===== src/rtl/hazard_detection_unit_pkg.sv =====
// Shared definitions for the hazard detection unit.
//   - default widths / multiply latency
//   - multiply-stall FSM state encoding
package hazard_detection_unit_pkg;

  localparam int REG_ADDR_LEN_DEF = 5;
  localparam int MUL_LATENCY_DEF  = 4;
  localparam int CNT_LEN_DEF      = 16;

  // Down-counter width; holds MUL_LATENCY-2 for latencies up to 15.
  localparam int MUL_CNT_W = 4;

  typedef enum logic {
    HZ_IDLE = 1'b0,
    HZ_BUSY = 1'b1
  } hz_state_e;

endpackage


===== src/rtl/hazard_detection_unit_mul_stall_fsm.sv =====
// Multi-cycle multiply sequencer for the EXE stage.
// Holds the pipe while a multiply occupies EXE for MUL_LATENCY cycles.
//   clk, rst    : clock, async active-high reset
//   exe_is_mul  : EXE-stage instruction is a multiply
//   exe_stall   : hold ID/EXE, bubble into EXE/MEM (forced 0 in reset)
//   mul_busy    : FSM is in BUSY
//
// state   | meaning
// --------+-------------------------------------------------------------
// HZ_IDLE | no multiply in progress; a multiply arriving here stalls at once
// HZ_BUSY | multiply in progress; stalls while cnt != 0, leaves EXE at cnt==0
module mul_stall_fsm
  import hazard_detection_unit_pkg::*;
#(
  parameter int MUL_LATENCY = MUL_LATENCY_DEF
) (
  input  logic clk,
  input  logic rst,
  input  logic exe_is_mul,
  output logic exe_stall,
  output logic mul_busy
);

  localparam bit MUL_STALLS = (MUL_LATENCY > 1);
  localparam logic [MUL_CNT_W-1:0] CNT_START =
    MUL_CNT_W'(MUL_LATENCY > 1 ? MUL_LATENCY - 2 : 0);

  hz_state_e             state, state_nxt;
  logic [MUL_CNT_W-1:0]  cnt, cnt_nxt;
  logic                  stall_raw;

  always_ff @(posedge clk or posedge rst) begin
    if (rst) begin
      state <= HZ_IDLE;
      cnt   <= '0;
    end else begin
      state <= state_nxt;
      cnt   <= cnt_nxt;
    end
  end

  always_comb begin
    state_nxt = state;
    cnt_nxt   = cnt;
    stall_raw = 1'b0;
    if (state == HZ_IDLE) begin
      // The first multiply cycle is spent here, so BUSY counts L-2 more.
      if (exe_is_mul && MUL_STALLS) begin
        stall_raw = 1'b1;
        state_nxt = HZ_BUSY;
        cnt_nxt   = CNT_START;
      end
    end else begin
      if (cnt != '0) begin
        stall_raw = 1'b1;
        cnt_nxt   = cnt - 1'b1;
      end else begin
        state_nxt = HZ_IDLE;
      end
    end
  end

  // exe_is_mul may still be high during reset; keep the stall quiet.
  assign exe_stall = stall_raw & ~rst;
  assign mul_busy  = (state == HZ_BUSY);

endmodule


===== src/rtl/hazard_detection_unit.sv =====
// Hazard detection beside the ID stage.
// Compares ID sources against EXE/MEM destinations, merges the multiply
// stall and counts stalled cycles (saturating) for performance debug.
//   clk, rst                 : clock, async active-high reset
//   src1, src2, two_src      : ID sources; src2 used only when two_src=1
//   forward_en               : forwarding present, only load-use stalls
//   exe_dest/wb_en/mem_r_en  : EXE-stage destination info
//   exe_is_mul               : EXE-stage instruction is a multiply
//   mem_dest/mem_wb_en       : MEM-stage destination info
//   hazard_detected          : freeze PC and IF/ID, bubble from ID
//   exe_stall, mul_busy      : multiply sequencing status
//   stall_cnt                : cycles with hazard_detected=1, saturating
module hazard_detection_unit
  import hazard_detection_unit_pkg::*;
#(
  parameter int REG_ADDR_LEN = REG_ADDR_LEN_DEF,
  parameter int MUL_LATENCY  = MUL_LATENCY_DEF,
  parameter int CNT_LEN      = CNT_LEN_DEF
) (
  input  logic                    clk,
  input  logic                    rst,
  input  logic [REG_ADDR_LEN-1:0] src1,
  input  logic [REG_ADDR_LEN-1:0] src2,
  input  logic                    two_src,
  input  logic                    forward_en,
  input  logic [REG_ADDR_LEN-1:0] exe_dest,
  input  logic                    exe_wb_en,
  input  logic                    exe_mem_r_en,
  input  logic                    exe_is_mul,
  input  logic [REG_ADDR_LEN-1:0] mem_dest,
  input  logic                    mem_wb_en,
  output logic                    hazard_detected,
  output logic                    exe_stall,
  output logic                    mul_busy,
  output logic [CNT_LEN-1:0]      stall_cnt
);

  // Register 0 is hard-wired zero and never creates a dependency.
  function automatic logic reg_hit(input logic [REG_ADDR_LEN-1:0] s,
                                   input logic [REG_ADDR_LEN-1:0] d,
                                   input logic                    en);
    return en && (s == d) && (s != '0);
  endfunction

  logic exe_en;
  logic exe_hz;
  logic mem_hz;
  logic data_hz;

  always_comb begin
    // With forwarding only a load in EXE is too late to forward.
    exe_en  = forward_en ? (exe_wb_en & exe_mem_r_en) : exe_wb_en;
    exe_hz  = reg_hit(src1, exe_dest, exe_en) |
              (two_src & reg_hit(src2, exe_dest, exe_en));
    mem_hz  = reg_hit(src1, mem_dest, mem_wb_en) |
              (two_src & reg_hit(src2, mem_dest, mem_wb_en));
    data_hz = exe_hz | (~forward_en & mem_hz);
  end

  mul_stall_fsm #(
    .MUL_LATENCY (MUL_LATENCY)
  ) u_mul_stall_fsm (
    .clk        (clk),
    .rst        (rst),
    .exe_is_mul (exe_is_mul),
    .exe_stall  (exe_stall),
    .mul_busy   (mul_busy)
  );

  assign hazard_detected = ~rst & (data_hz | exe_stall);

  always_ff @(posedge clk or posedge rst) begin
    if (rst) begin
      stall_cnt <= '0;
    end else if (hazard_detected && (stall_cnt != '1)) begin
      stall_cnt <= stall_cnt + 1'b1;
    end
  end

endmodule

===== config.mk =====
export PLATFORM = sky130hd
export DESIGN_NAME = hazard_detection_unit
export DESIGN_NICKNAME = d
export VERILOG_FILES = /design/src/rtl/hazard_detection_unit_pkg.sv /design/src/rtl/hazard_detection_unit_mul_stall_fsm.sv /design/src/rtl/hazard_detection_unit.sv
export SDC_FILE = /design/constraint.sdc
export NUM_CORES = 1
export LEC_CHECK = 0
export ABC_AREA = 1
export BUFFER_PORTS_ARGS = -buffer_cell sky130_fd_sc_hd__buf_4
export CAP_MARGIN = 40
export CORE_AREA = 4 4 82 84
export CTS_BUF_LIST = sky130_fd_sc_hd__clkbuf_16
export CTS_CLUSTER_DIAMETER = 80
export CTS_CLUSTER_SIZE = 40
export DETAILED_ROUTE_END_ITERATION = 12
export DIE_AREA = 0 0 86 88
export PLACE_DENSITY = 0.46
export SYNTH_ARGS = -nofsm -noshare
export SYNTH_HDL_FRONTEND = slang
export SYNTH_SLANG_ARGS = --single-unit
export TNS_END_PERCENT = 30

===== constraint.sdc =====
create_clock -name clk -period 3.2 [get_ports clk]
set_input_delay 0.64 -clock clk [delete_from_list [all_inputs] [get_ports clk]]
set_output_delay 0.64 -clock clk [all_outputs]
set_load 0.02 [all_outputs]

# Yosys cells after proc, flatten, opt, wreduce, memory -nomap -nowiden
# Index checks and enable logic that the tools add are counted.
op_classes:
  n_addsub: 2
  eq_ne: 6
  n_mux: 7
  bitwise_logic: 12
  n_reduce_logical: 14
ops:
  columns: ["operator", "n"]
  rows:
  - ["$eq 5x5->1", 4]
  - ["$add 16x1->16 const B", 1]
  - ["$ne 16x16->1 const B", 1]
  - ["$mux 4", 3]
  - ["$reduce_bool 5->1", 2]
  - ["$logic_and 1x1->1", 9]
  - ["$and 1x1->1", 6]
  - ["$mux 1", 4]
  - ["$or 1x1->1", 4]
  - ["$reduce_bool 4->1", 1]
  - ["$sub 4x1->4 const B", 1]
  - ["$ne 2x2->1 const B", 1]
  - ["$not 1->1", 2]
  - ["$reduce_and 2->1", 1]
  - ["$reduce_bool 2->1", 1]
totals:
  register_bits: 21
  out_inout_bits: 19
  wordCells: 44

# Depth between registers and ports, before layout
logic_depth:
  word_depth: 10
  ltp_mapped: 14
  depth_no_buf: 13

# Cells and area by module
# From an unflattened synthesis, not the netlist that was laid out.
unflattened:
  hier_cells: 258
  hier_area_um2: 1705.4
modules_own_cells:
  columns: ["mod", "instances", "cells_each", "area_each_um2"]
  rows:
  - ["hazard_detection_unit", 1, 226, 1441.4]
  - ["mul_stall_fsm", 1, 32, 264.0]

# Worst setup path after synthesis
# Ideal clock, no wire load.
synth_timing:
  path_type: "input port to output port"
  from: "in rst"
  to: "out hazard_detected"
  t_arrival_ns: 2.121
  t_required_ns: 2.560
  slack_ns: 0.439
  stages: 5
  n_path_buf: 2
  path_cell_list: "inv_1 -> clkbuf_1 -> clkbuf_1 -> nand2_1 -> inv_1"
synth_via:
  elab_chain_len: 4
synth_lines:
  columns: ["item", "line", "rtl"]
  rows:
  - ["start: declaration", "hazard_detection_unit.sv:21", "input logic rst,"]
  - ["$not 1->1 *", "hazard_detection_unit_mul_stall_fsm.sv:64, hazard_detection_unit.sv:70", null]
  - ["$and 1x1->1", "hazard_detection_unit_mul_stall_fsm.sv:64", "assign exe_stall = stall_raw & ~rst;"]
  - ["$or 1x1->1", "hazard_detection_unit.sv:70", "assign hazard_detected = ~rst & (data_hz | exe_stall);"]
  - ["$and 1x1->1 *", "hazard_detection_unit.sv:70", null]
  - ["end: declaration", "hazard_detection_unit.sv:32", "output logic hazard_detected,"]
# Mark *: on every way between the ends. The rest lies on a longest branch, timed or not.

# Final worst setup path
layout_timing:
  from: "reg u_mul_stall_fsm.cnt[0]"
  to: "out hazard_detected"
layout_via:
  elab_chain_len: 6
layout_lines:
  columns: ["item", "line", "rtl"]
  rows:
  - ["start: declaration", "hazard_detection_unit_mul_stall_fsm.sv:29", "logic [MUL_CNT_W-1:0] cnt, cnt_nxt;"]
  - ["start signal: assignment", "hazard_detection_unit_mul_stall_fsm.sv:38", "cnt <= cnt_nxt;"]
  - ["$reduce_bool 4->1", "hazard_detection_unit_mul_stall_fsm.sv:54", "if (cnt != '0) begin"]
  - ["$mux 1", "hazard_detection_unit_mul_stall_fsm.sv:54", null]
  - ["$mux 1", "hazard_detection_unit_mul_stall_fsm.sv:46", "if (state == HZ_IDLE) begin"]
  - ["$and 1x1->1", "hazard_detection_unit_mul_stall_fsm.sv:64", null]
  - ["$or 1x1->1", "hazard_detection_unit.sv:70", null]
  - ["$and 1x1->1", "hazard_detection_unit.sv:70", null]
# Every way passes these cells.

==> out/qor.yml <==
timing:
  maxSlewHeadroom: 0.698
  setup_viol: 0
  fmax_mhz: 402
  grt_setup_unrepaired: "no"
  slew_viol_final: 0
  worst_slew_pin_slew_ns: 0.453
  layout_min_cycle_time_ns: 2.49
  clock-skew-final_ns: 0.00292
  setup_tns_ns: 0
  hold_viol: 0
  post-route-period-util: 0.778
place:
  place.gp.congestion: 0.817
  port_buffers: 46
  dpl.hpwl_mm: 3.21
  dp.cells: 369
  dpl_cell_area_mm2: 0.00211
clock_network:
  clkTransAtPathRegs_ns: 0.06
  clockBufferDepth: 2
  hold_buffers: 0
  cts_buffers: 3
  postCtsSetupRepairBufs: 0
  cts_resized: 0
  ctsHtreeMaxLevel: 1
  cts_root_buf: "clkbuf_16"
  clock-sinks: 21
  cts_tree: "built"
  clkLatencyLatePin_ns: 0.25
detailed_routing:
  avgRoutedWirePerCell_um: 11.1
  ant_nets: 0
  via_per_inst: 4.40
  wl_mm: 4.15
  drt_iter0_markers: 79
  drc: 0
  detail_route.first_pass.iterations: 4
  vias: 1643
worst_hold_path:
  min_path_type: "flop to flop"
die:
  coreArea_mm2: 0.00592
  io_pins: 47
  row_count: 28
  start_util: 0.284
  dieArea_mm2: 0.00757
  fp.dieW_um: 86
  fp.dieH_um: 88
pwr:
  clockPowerShare: 0.230
  p_int_mw: 0.691
  p_leak_nw: 1.19
  switching_share: 0.401
  power.share.combinational: 0.441
  vdd_drop_max_v: 0.000265
  switchingPower_mw: 0.463
  total_power_mw: 1.15
  p_seq_frac: 0.329
  p_per_area_mw_per_mm2: 528
critical_path:
  arrival_ns: 1.85
  critPathLaunchType: "flop"
  crit_path_max_fanout: 5
  critical_path_class: "flop to primary output"
  worst-endpoint-required_ns: 2.56
  critPathCaptureType: "primary output"
finish:
  diodes: 0
  layout_commonest_cell: "nand2_1"
  multiInputGateArea_um2: 988
  fillers: 638
  final_cell_mix: "nand2_1, buf_4, inv_1"
  seq_area_um2: 526
  area_delta_synth_final_pct: 30.0
  final_cell_area_mm2: 0.00219
  instances_no_fill: 373
  drive_gt1_frac: 0.211
  fin_nets: 330
grt:
  grt_antenna_before_repair: 0
  grt.overflow.total: 0
  grt_pass1_wl_mm: 7.22
  grt_usage: 0.115
  grt_max_degree: 40
  grt_pass1_vias: 1585
logic_synthesis:
  synth-seq-cells: 21
  synth_nets: 282
  synth_cells: 251
  synthesis.area_mm2: 0.00168
  syn_avg_cell_area_um2: 6.70
  synth_cell_types: 24
  ys_warn_count: 0
  seq_area_frac_synth: 0.313
run_status:
  status: "complete, no violations"
flow_run:
  cap_violations: 0
## sequential cells by signal (all words and copies together) (netlist names)
| signal | flops |
|---|---|
| stall_cnt | 16 |
| u_mul_stall_fsm.mul_busy | 1 |
| u_mul_stall_fsm.cnt | 4 |
## through the flow
step | utilization | hold slack, ns | setup WS (ns)
global placement | 0.356 | 0.483 | 0.839
floorplan | - | 0.458 | 0.439
CTS | 0.369 | 0.498 | 0.664
global route | 0.369 | 0.536 | 0.505
finish | 0.369 | 0.494 | 0.709
detailed placement | 0.356 | 0.486 | 0.840
## power groups by stage
| stage | Clock (mW) | Sequential, mW | Combinational [mW] |
|---|---|---|---|
| after floorplan | 0 | 0.412 | 0.311 |
| after global placement | 0 | 0.385 | 0.516 |
| after detailed placement | 0 | 0.384 | 0.517 |
| after CTS | 0.273 | 0.380 | 0.520 |
| after global routing | 0.283 | 0.392 | 0.581 |
| final | 0.265 | 0.379 | 0.509 |
## worst max-delay path, stage by stage (launching register included)
cell and delay, ns:
dfrtp_1 0.38, inv_1 0.10, ha_1 0.15, a31oi_1 0.12, a21oi_1 0.39, nand3_2 0.13
nand2_1 0.12, inv_1 0.06, buf_4 0.15
## layer usage
metal,vias up,track usage,share of wire
met5,-,0,0
met4,0,0.0360,0.014
met3,5,0.0169,0.044
met2,35,0.198,0.45
met1,719,0.149,0.49
li1,884,-,-
## logic make-up after synthesis
family                     synth area share
xor gates and xnor gates              0.125
and+or+nand+nor                       0.411
AOI/OAI and AO/OA                    0.0290
DFF                                   0.312
buffers and inverters                0.0997
adders and majority gates            0.0223
## layout make-up
type / instances / area share
multi-input combinational: 188 / 0.452
sequential: 21 / 0.240
timing repair buffer: 48 / 0.165
inverter: 37 / 0.0635
tap: 75 / 0.0429
clock buffer: 3 / 0.0343
clock inverter: 1 / 0.00172
## synthesized netlist by cell type, drive strengths merged
cell type / number / share of area
o21ai: 1 / 0.0030
nor2: 25 / 0.062
dfrtp: 21 / 0.31
a22oi: 1 / 0.0045
a21boi: 1 / 0.0045
buf: 3 / 0.013
clkbuf: 2 / 0.0045
a31oi: 1 / 0.0037
nand3: 18 / 0.065
inv: 37 / 0.083
a21oi: 2 / 0.0060
nand2: 88 / 0.20
o22ai: 2 / 0.0074
nand4: 18 / 0.076
ha: 3 / 0.022
xor2: 10 / 0.052
xnor2: 14 / 0.073
nor3: 4 / 0.012
## final timing paths
check	start	endpoint	slack, ns	cells after the start
worst max register to register	stall_cnt[0]	stall_cnt[6]	1.11	9
max in group asynchronous	rst	stall_cnt[5]	2.35	3
worst max-delay path	u_mul_stall_fsm.cnt[0]	hazard_detected	0.71	8
worst min-delay path	u_mul_stall_fsm.cnt[0]	u_mul_stall_fsm.cnt[0]	0.49	1
worst min register to register	u_mul_stall_fsm.cnt[0]	u_mul_stall_fsm.cnt[0]	0.49	1
min in group asynchronous	rst	u_mul_stall_fsm.cnt[1]	0.53	3
(Power assumes the default switching activity.)
